<file path="src/rtl/seq_divider_if.sv">
// Request/response bundle for seq_divider: start with operands in,
// busy/done/err with quotient and remainder out.
interface seq_divider_if #(
    parameter int WIDTH = 18
);
    logic                 start;
    logic [2*WIDTH-1:0]   dividend;
    logic [WIDTH-1:0]     divisor;
    logic                 busy;
    logic                 done;
    logic                 err;
    logic [WIDTH-1:0]     quotient;
    logic [WIDTH-1:0]     remainder;

    modport master (
        output start, dividend, divisor,
        input  busy, done, err, quotient, remainder
    );

    modport slave (
        input  start, dividend, divisor,
        output busy, done, err, quotient, remainder
    );
endinterface

</file>
<file path="src/rtl/seq_divider.sv">
// Restoring divider, 2*WIDTH / WIDTH -> WIDTH quotient and remainder, one bit per clock.
// Optional round-to-nearest of the quotient under SEQ_DIVIDER_ROUND_EN.
module seq_divider #(
    parameter int WIDTH = 18
) (
    input  logic        CLK,
    input  logic        RST,
    seq_divider_if.slave bus
);
    localparam int CW = $clog2(WIDTH + 1);

    // FIN is the cycle between the last step and the done pulse; it forms the result.
    typedef enum logic [1:0] {IDLE, RUN, FIN, DONE} state_t;

    state_t           state_q, state_d;
    logic [WIDTH-1:0] p_q, p_d;
    logic [WIDTH-1:0] sh_q, sh_d;
    logic [WIDTH-1:0] div_q, div_d;
    logic [WIDTH-1:0] quot_q, quot_d;
    logic [WIDTH-1:0] rem_q, rem_d;
    logic [CW-1:0]    cnt_q, cnt_d;
    logic             fault_q, fault_d;
    logic             err_q, err_d;
    logic [WIDTH:0]   trial;
    logic             fit;

    always_ff @(posedge CLK or posedge RST) begin
        if (RST) begin
            state_q <= IDLE;
            p_q     <= '0;
            sh_q    <= '0;
            div_q   <= '0;
            quot_q  <= '0;
            rem_q   <= '0;
            cnt_q   <= '0;
            fault_q <= 1'b0;
            err_q   <= 1'b0;
        end else begin
            state_q <= state_d;
            p_q     <= p_d;
            sh_q    <= sh_d;
            div_q   <= div_d;
            quot_q  <= quot_d;
            rem_q   <= rem_d;
            cnt_q   <= cnt_d;
            fault_q <= fault_d;
            err_q   <= err_d;
        end
    end

    always_comb begin
        state_d = state_q;
        p_d     = p_q;
        sh_d    = sh_q;
        div_d   = div_q;
        quot_d  = quot_q;
        rem_d   = rem_q;
        cnt_d   = cnt_q;
        fault_d = fault_q;
        err_d   = err_q;
        trial   = {p_q, sh_q[WIDTH-1]};
        fit     = trial >= {1'b0, div_q};

        case (state_q)
            IDLE: begin
                if (bus.start) begin
                    p_d     = bus.dividend[2*WIDTH-1:WIDTH];
                    sh_d    = bus.dividend[WIDTH-1:0];
                    div_d   = bus.divisor;
                    cnt_d   = '0;
                    fault_d = (bus.divisor == '0) ||
                              (bus.dividend[2*WIDTH-1:WIDTH] >= bus.divisor);
                    state_d = fault_d ? FIN : RUN;
                end
            end
            RUN: begin
                // Quotient bits shift in behind the dividend bits being consumed.
                p_d   = fit ? (trial[WIDTH-1:0] - div_q) : trial[WIDTH-1:0];
                sh_d  = {sh_q[WIDTH-2:0], fit};
                cnt_d = cnt_q + CW'(1);
                if (cnt_q == CW'(WIDTH - 1)) begin
                    state_d = FIN;
                end
            end
            FIN: begin
                state_d = DONE;
                if (fault_q) begin
                    quot_d = '1;
                    rem_d  = '0;
                    err_d  = 1'b1;
                end else begin
                    quot_d = sh_q;
                    rem_d  = p_q;
                    err_d  = 1'b0;
`ifdef SEQ_DIVIDER_ROUND_EN
                    if ({p_q, 1'b0} >= {1'b0, div_q}) begin
                        if (&sh_q) begin
                            err_d = 1'b1;
                        end else begin
                            quot_d = sh_q + WIDTH'(1);
                        end
                    end
`endif
                end
            end
            DONE: begin
                state_d = IDLE;
            end
            default: begin
                state_d = IDLE;
            end
        endcase
    end

    assign bus.busy      = (state_q != IDLE);
    assign bus.done      = (state_q == DONE);
    assign bus.err       = err_q;
    assign bus.quotient  = quot_q;
    assign bus.remainder = rem_q;
endmodule

</file>
<file path="src/flat_wrapper.sv">
// flat-port wrapper written by rule: the top's interface ports become plain ports
module seq_divider_flat 
#(
    parameter int WIDTH = 18
)
  (CLK, RST, bus_start, bus_dividend, bus_divisor, bus_busy, bus_done, bus_err, bus_quotient, bus_remainder);
  seq_divider_if #(.WIDTH(WIDTH)) bus_i ();
  input  logic CLK;
  input  logic RST;
  input wire logic [$bits(bus_i.start)-1:0] bus_start;
  input wire logic [$bits(bus_i.dividend)-1:0] bus_dividend;
  input wire logic [$bits(bus_i.divisor)-1:0] bus_divisor;
  output wire logic [$bits(bus_i.busy)-1:0] bus_busy;
  output wire logic [$bits(bus_i.done)-1:0] bus_done;
  output wire logic [$bits(bus_i.err)-1:0] bus_err;
  output wire logic [$bits(bus_i.quotient)-1:0] bus_quotient;
  output wire logic [$bits(bus_i.remainder)-1:0] bus_remainder;
  assign bus_i.start = bus_start;
  assign bus_i.dividend = bus_dividend;
  assign bus_i.divisor = bus_divisor;
  assign bus_busy = bus_i.busy;
  assign bus_done = bus_i.done;
  assign bus_err = bus_i.err;
  assign bus_quotient = bus_i.quotient;
  assign bus_remainder = bus_i.remainder;
  seq_divider #(.WIDTH(WIDTH)) u_core (.CLK(CLK), .RST(RST), .bus(bus_i));
endmodule
</file>
<file path="config.mk">
export PLATFORM = sky130hd
export DESIGN_NAME = seq_divider_flat
export DESIGN_NICKNAME = d
export VERILOG_FILES = /design/src/rtl/seq_divider_if.sv /design/src/rtl/seq_divider.sv /design/src/flat_wrapper.sv
export SDC_FILE = /design/constraint.sdc
export NUM_CORES = 1
export LEC_CHECK = 0
export CORE_MARGIN = 8
export CORE_UTILIZATION = 58
export CTS_CLUSTER_DIAMETER = 100
export DETAILED_ROUTE_END_ITERATION = 10
export GPL_TIMING_DRIVEN = 0
export PLACE_DENSITY_LB_ADDON = 0.12
export SYNTH_ARGS = -nofsm -noshare
export SYNTH_HDL_FRONTEND = slang
export SYNTH_SLANG_ARGS = --single-unit
</file>
<file path="constraint.sdc">
create_clock -name CLK -period 4.4 [get_ports CLK]
set_clock_uncertainty 0.1 [all_clocks]
set_input_delay 0.44 -clock CLK [delete_from_list [all_inputs] [get_ports CLK]]
set_output_delay 0.44 -clock CLK [all_outputs]
set_load 0.005 [all_outputs]
</file>
# Word-level counts from Yosys, hierarchy flattened
# Index checks and enable logic that the tools add are counted.
totals:
  regBits: 99
  latch_bits: 0
  ram_bits: 0
  romBits: 0
  in_bits: 57
  output_inout_bits: 39
  elab_cells: 41
  memories: 0
op_classes:
  addsub: 2
  n_mul: 0
  div_mod_pow: 0
  n_lt_le_gt_ge: 2
  eq_ne: 6
  shifts: 0
  muxes: 14
  bitwise: 0
  reduce_logical: 8
ops:
  columns: ["cell", "count"]
  rows:
  - ["$mux 18", 5]
  - ["$pmux 18 s2", 2]
  - ["$ge 19x18->1", 1]
  - ["$ge 18x18->1", 1]
  - ["$logic_not 18->1", 1]
  - ["$sub 18x18->18", 1]
  - ["$pmux 5 s2", 1]
  - ["$pmux 2 s4", 1]
  - ["$mux 2", 3]
  - ["$reduce_and 2->1", 3]
  - ["$add 5x1->5 const B", 1]
  - ["$eq 5x5->1 const B", 1]
  - ["$mux 5", 1]
  - ["$eq 2x2->1 const B", 2]
  - ["$reduce_bool 2->1", 2]
  - ["$eq 2x1->1 const B", 1]
  - ["$logic_not 2->1", 1]
  - ["$ne 2x1->1 const B", 1]
  - ["$ne 2x2->1 const B", 1]
  - ["$logic_or 1x1->1", 1]
  - ["$mux 1", 1]

# Longest topological paths before layout
logic_depth:
  word_depth: 5
  depth_mapped: 11
  mapped_depth_nobuf: 11

# Worst setup path before layout
# No wires, ideal clock.
synth_path:
  path_kind: "flip-flop to flip-flop"
  startpoint: "register u_core.sh_q[17]"
  endpoint: "register u_core.p_q[14]"
  setup_time_ps: 104
  t_arrival_ps: 2231
  required_time_ps: 4196
  path_slack_ps: 1965
  path_stages_with_launch: 12
  n_path_buf: 0
  period_less_slack_ps: 2435
  path_cell_list: "dfrtp_1 -> inv_1 -> ha_1 -> inv_1 -> fa_1 -> a211oi_1 -> o21a_1 -> o31ai_1 -> a21oi_1 -> xnor2_1 -> mux2i_1 -> a221oi_1"
synth_via:
  elab_chain_cells: 3
  word_cells_on_any_way: 4
  classes_between: "add/sub (1); order compare (1); mux (2)"
synth_rtl:
  columns: ["item", "line", "rtl"]
  rows:
  - ["start, declared", "seq_divider.sv:17", "logic [WIDTH-1:0] sh_q, sh_d;"]
  - ["start signal, assigned", "seq_divider.sv:31", "sh_q <= '0;"]
  - ["start signal, assigned", "seq_divider.sv:41", "sh_q <= sh_d;"]
  - ["$sub 18x18->18 or $ge 19x18->1 (tied branches)", "seq_divider.sv:78, seq_divider.sv:62", null]
  - ["$mux 18 *", "seq_divider.sv:78", "p_d = fit ? (trial[WIDTH-1:0] - div_q) : trial[WIDTH-1:0];"]
  - ["$pmux 18 s2 *", "seq_divider.sv:64", "case (state_q)"]
  - ["end signal, assigned", "seq_divider.sv:40", "p_q <= p_d;"]
  - ["end, declared", "seq_divider.sv:16", "logic [WIDTH-1:0] p_q, p_d;"]
# Every way passes the cells marked *; elsewhere a longest branch is shown, timed or not.
# A chain may end at the register's enable or synchronous reset.

# Worst setup path after layout
layout_path:
  startpoint: "register u_core.div_q[1]"
  endpoint: "register u_core.p_q[6]"
layout_via:
  elab_chain_cells: 3
  word_cells_on_any_way: 4
  classes_between: "add/sub (1); order compare (1); mux (2)"
layout_rtl:
  columns: ["item", "line", "rtl"]
  rows:
  - ["start, declared", "seq_divider.sv:18", "logic [WIDTH-1:0] div_q, div_d;"]
  - ["start signal, assigned", "seq_divider.sv:42", "div_q <= div_d;"]
  - ["$sub 18x18->18 or $ge 19x18->1 (tied branches)", "seq_divider.sv:78, seq_divider.sv:62", null]
  - ["$mux 18 *", "seq_divider.sv:78", null]
  - ["$pmux 18 s2 *", "seq_divider.sv:64", null]
# Marked as above.

==> reports/qor.txt <==
status: finished clean
Slew headroom: 49.2%
final instance area: 0.00713 sq mm
crit path capture type: flip-flop
Die ar.: 0.0134 sq mm
All-Layer GR Usage: 25.7%
CP dominant cell by count: o31ai_1
root buf cell: clkbuf_8
largest net degree at the start of global routing: 75
DRT antenna net count: 0
Post-Layout Cell Count: 875
yosys warns: 0
startpoint types: flip-flop
DRC violations left: 0
Antenna diodes: 0
FMAX: 0.336 GHz
cell taking the most area after synthesis: dfrtp_1
Slew @ Worst Pin: 762 ps
fraction of layout cells with a size suffix above 1: 4.04%
hpwl dp: 13000 um
first-pass GRT wire length: 26800 um
cts hold-fix bufs: 0
Routed Wire Length: 16500 um
unrepaired setup endpoints after global routing: no
CP peak stage delay: 400 ps
DR WL met3: 992 um
minimum clock period: 2970 ps
final RePlAce weighted congestion: 0.888
met2 wire length: 7590 um
vias per cell: 5.91
worst slack, placed: 1470 ps
CTS Buf Count: 9
# H-tree levels: 3
number of synthesized register bits: 99
Die Span X: 116 um
P_leak: 3.15 nW
Mapped Nets: 732
cell row count: 36
Highest Signal Layer: met4
Yosys top cell area share: 42.7%
worst path cell trace: inv_1, ha_1, nor2b_1, o31ai_1, a31oi_1, o21ai_4, nand2_1, buf_6, o31ai_1, o21ai_1
CP arrival: 3130 ps
EDFF count, synth: 0
period utilization: 67.6%
Die Ht: 116 um
cell count after synthesis: 632
top cells by area, synth: dfrtp_1 (43%), ha_1 (9.1%), o21ai_0 (5.6%), a21oi_1 (4.7%), inv_1 (4.1%)
Synth top cells by count: dfrtp_1 (99), o21ai_0 (65), inv_1 (64), nand2_1 (57), a21oi_1 (55)
placed cell count: 860
TritonCTS Sinks: 99
PortBufs: 94
source of the worst register-to-register timing path: u_core.div_q[1]
setup ws final: 1430 ps
main flop type after synthesis: dfrtp_1
initial antenna violation count: 0
setup bufs post-CTS: 0
Nets: 838
most frequent cell after synthesis: dfrtp_1
Pwr Density: 798 mW/mm^2
worst path buffer plus inverter count: 2
count of final setup violators: 0
CP max FO: 10
Setup CP Type: reg -> reg
vias in the first global route: 5328
Peak VDD IR: 0.359 mV
Clock Latency Late Sink: 370 ps
Hold Path Class: in -> async
Setup TNS: 0 ps
worst endpoint required time: 4550 ps
CTS tree: done
Initial Util: 59.6%
Fin. Hold Viols: 0
IO Count: 96
Max Slew Vio Count: 0
CP delay by family, top: compound AO/OA/AOI/OAI gates
hold slack: 277 ps
Avg Cell Area, Syn: 9.17 sq um
worst setup path startpoint: u_core.div_q[1]
Synth async-reset ratio: 100%
maximum clock path buffer count: 2
First-pass DRT Iterations: 5
PostCTS Resize Cnt: 0
Core Footprint: 0.00973 sq mm
DR WL/cell: 18.8 um
CP max stage cell: dfrtp_1
Syn Std Cell Area: 0.00580 sq mm
Worst-path clk slew: 100 ps
Yosys cell types: 54
Area Overhead vs Synth: 23.0%
routed via count: 5174
grt total ovfl: 0
sequential fraction of the synthesis area: 42.7%
number of DRC markers in iteration 0: 370
total of max-cap violations: 0
Placed Area: 0.00693 sq mm
wl on met1: 7630 um
[through the flow]
stage	utilization (%)	total power, mW
6_report	73.3	5.69
5_1_grt	73.3	6.15
4_1_cts	73.3	5.66
3_5_place_dp	71.3	5.02
3_3_place_gp	71.0	4.91
2_1_floorplan	-	3.91
[layout make-up]
type	instances	area [sq um]
repair buffers	95	968
plain buffers	29	178
well taps	133	166
fillers	751	2600
inverters	64	243
multi-input cells	440	2900
clock buffers	9	124
flip-flops and latches	99	2480
clock inverters	6	73.8
[cells by family after synthesis]
kind of cell,synth area share [%]
XOR/XNOR,2.12
AO/OA/AOI/OAI,22.4
AND/OR/NAND/NOR,11.9
buffers and inverters,7.21
adder cells (fa/ha/maj),9.41
multiplexers,4.19
flip-flops,42.7
[registers in the layout, indices dropped and copies added (netlist names)]
signal                flops
u_core.sh_q              18
u_core.bus.remainder     18
u_core.state_q            2
u_core.bus.quotient      18
u_core.cnt_q              5
u_core.p_q               18
u_core.bus.err            1
u_core.div_q             18
u_core.fault_q            1
[metal layers]
layer | track usage, % | vias to the layer above
met3 | 4.74 | 22
met2 | 40.0 | 178
met5 | 0 | -
met4 | 7.69 | 0
met1 | 35.5 | 2532
li1 | - | 2442
[layout by cell type (no fill, tap or decap), types with 18 or more instances in the layout]
| cell type | instances |
|---|---|
| a21oi_1 | 55 |
| clkdlybuf4s50_1 | 94 |
| ha_1 | 42 |
| dfrtp_1 | 99 |
| o21ai_0 | 65 |
| mux2i_1 | 22 |
| nor2_1 | 42 |
| clkbuf_1 | 20 |
| o22a_1 | 18 |
| nand2_1 | 57 |
| inv_1 | 63 |
[path summary, 6_finish.rpt]
kind | endpoint | slack, ps | depth (start not counted)
min | u_core.bus.remainder[16] | 280 | 2
max in group asynchronous | u_core.p_q[7] | 3250 | 3
max reg2reg | u_core.p_q[6] | 1430 | 10
min reg2reg | u_core.div_q[3] | 390 | 2
max | u_core.p_q[6] | 1430 | 10
min in group CLK | u_core.div_q[3] | 390 | 2
[power by group]
group | leakage (nW) | internal (mW) | switching (mW)
sequential | 1.15 | 1.33 | 0.352
clock | 0.0942 | 0.268 | 0.349
combinational | 1.90 | 1.51 | 1.89
total | 3.15 | 3.11 | 2.59
No activity file was read; power rests on OpenSTA's default activity.
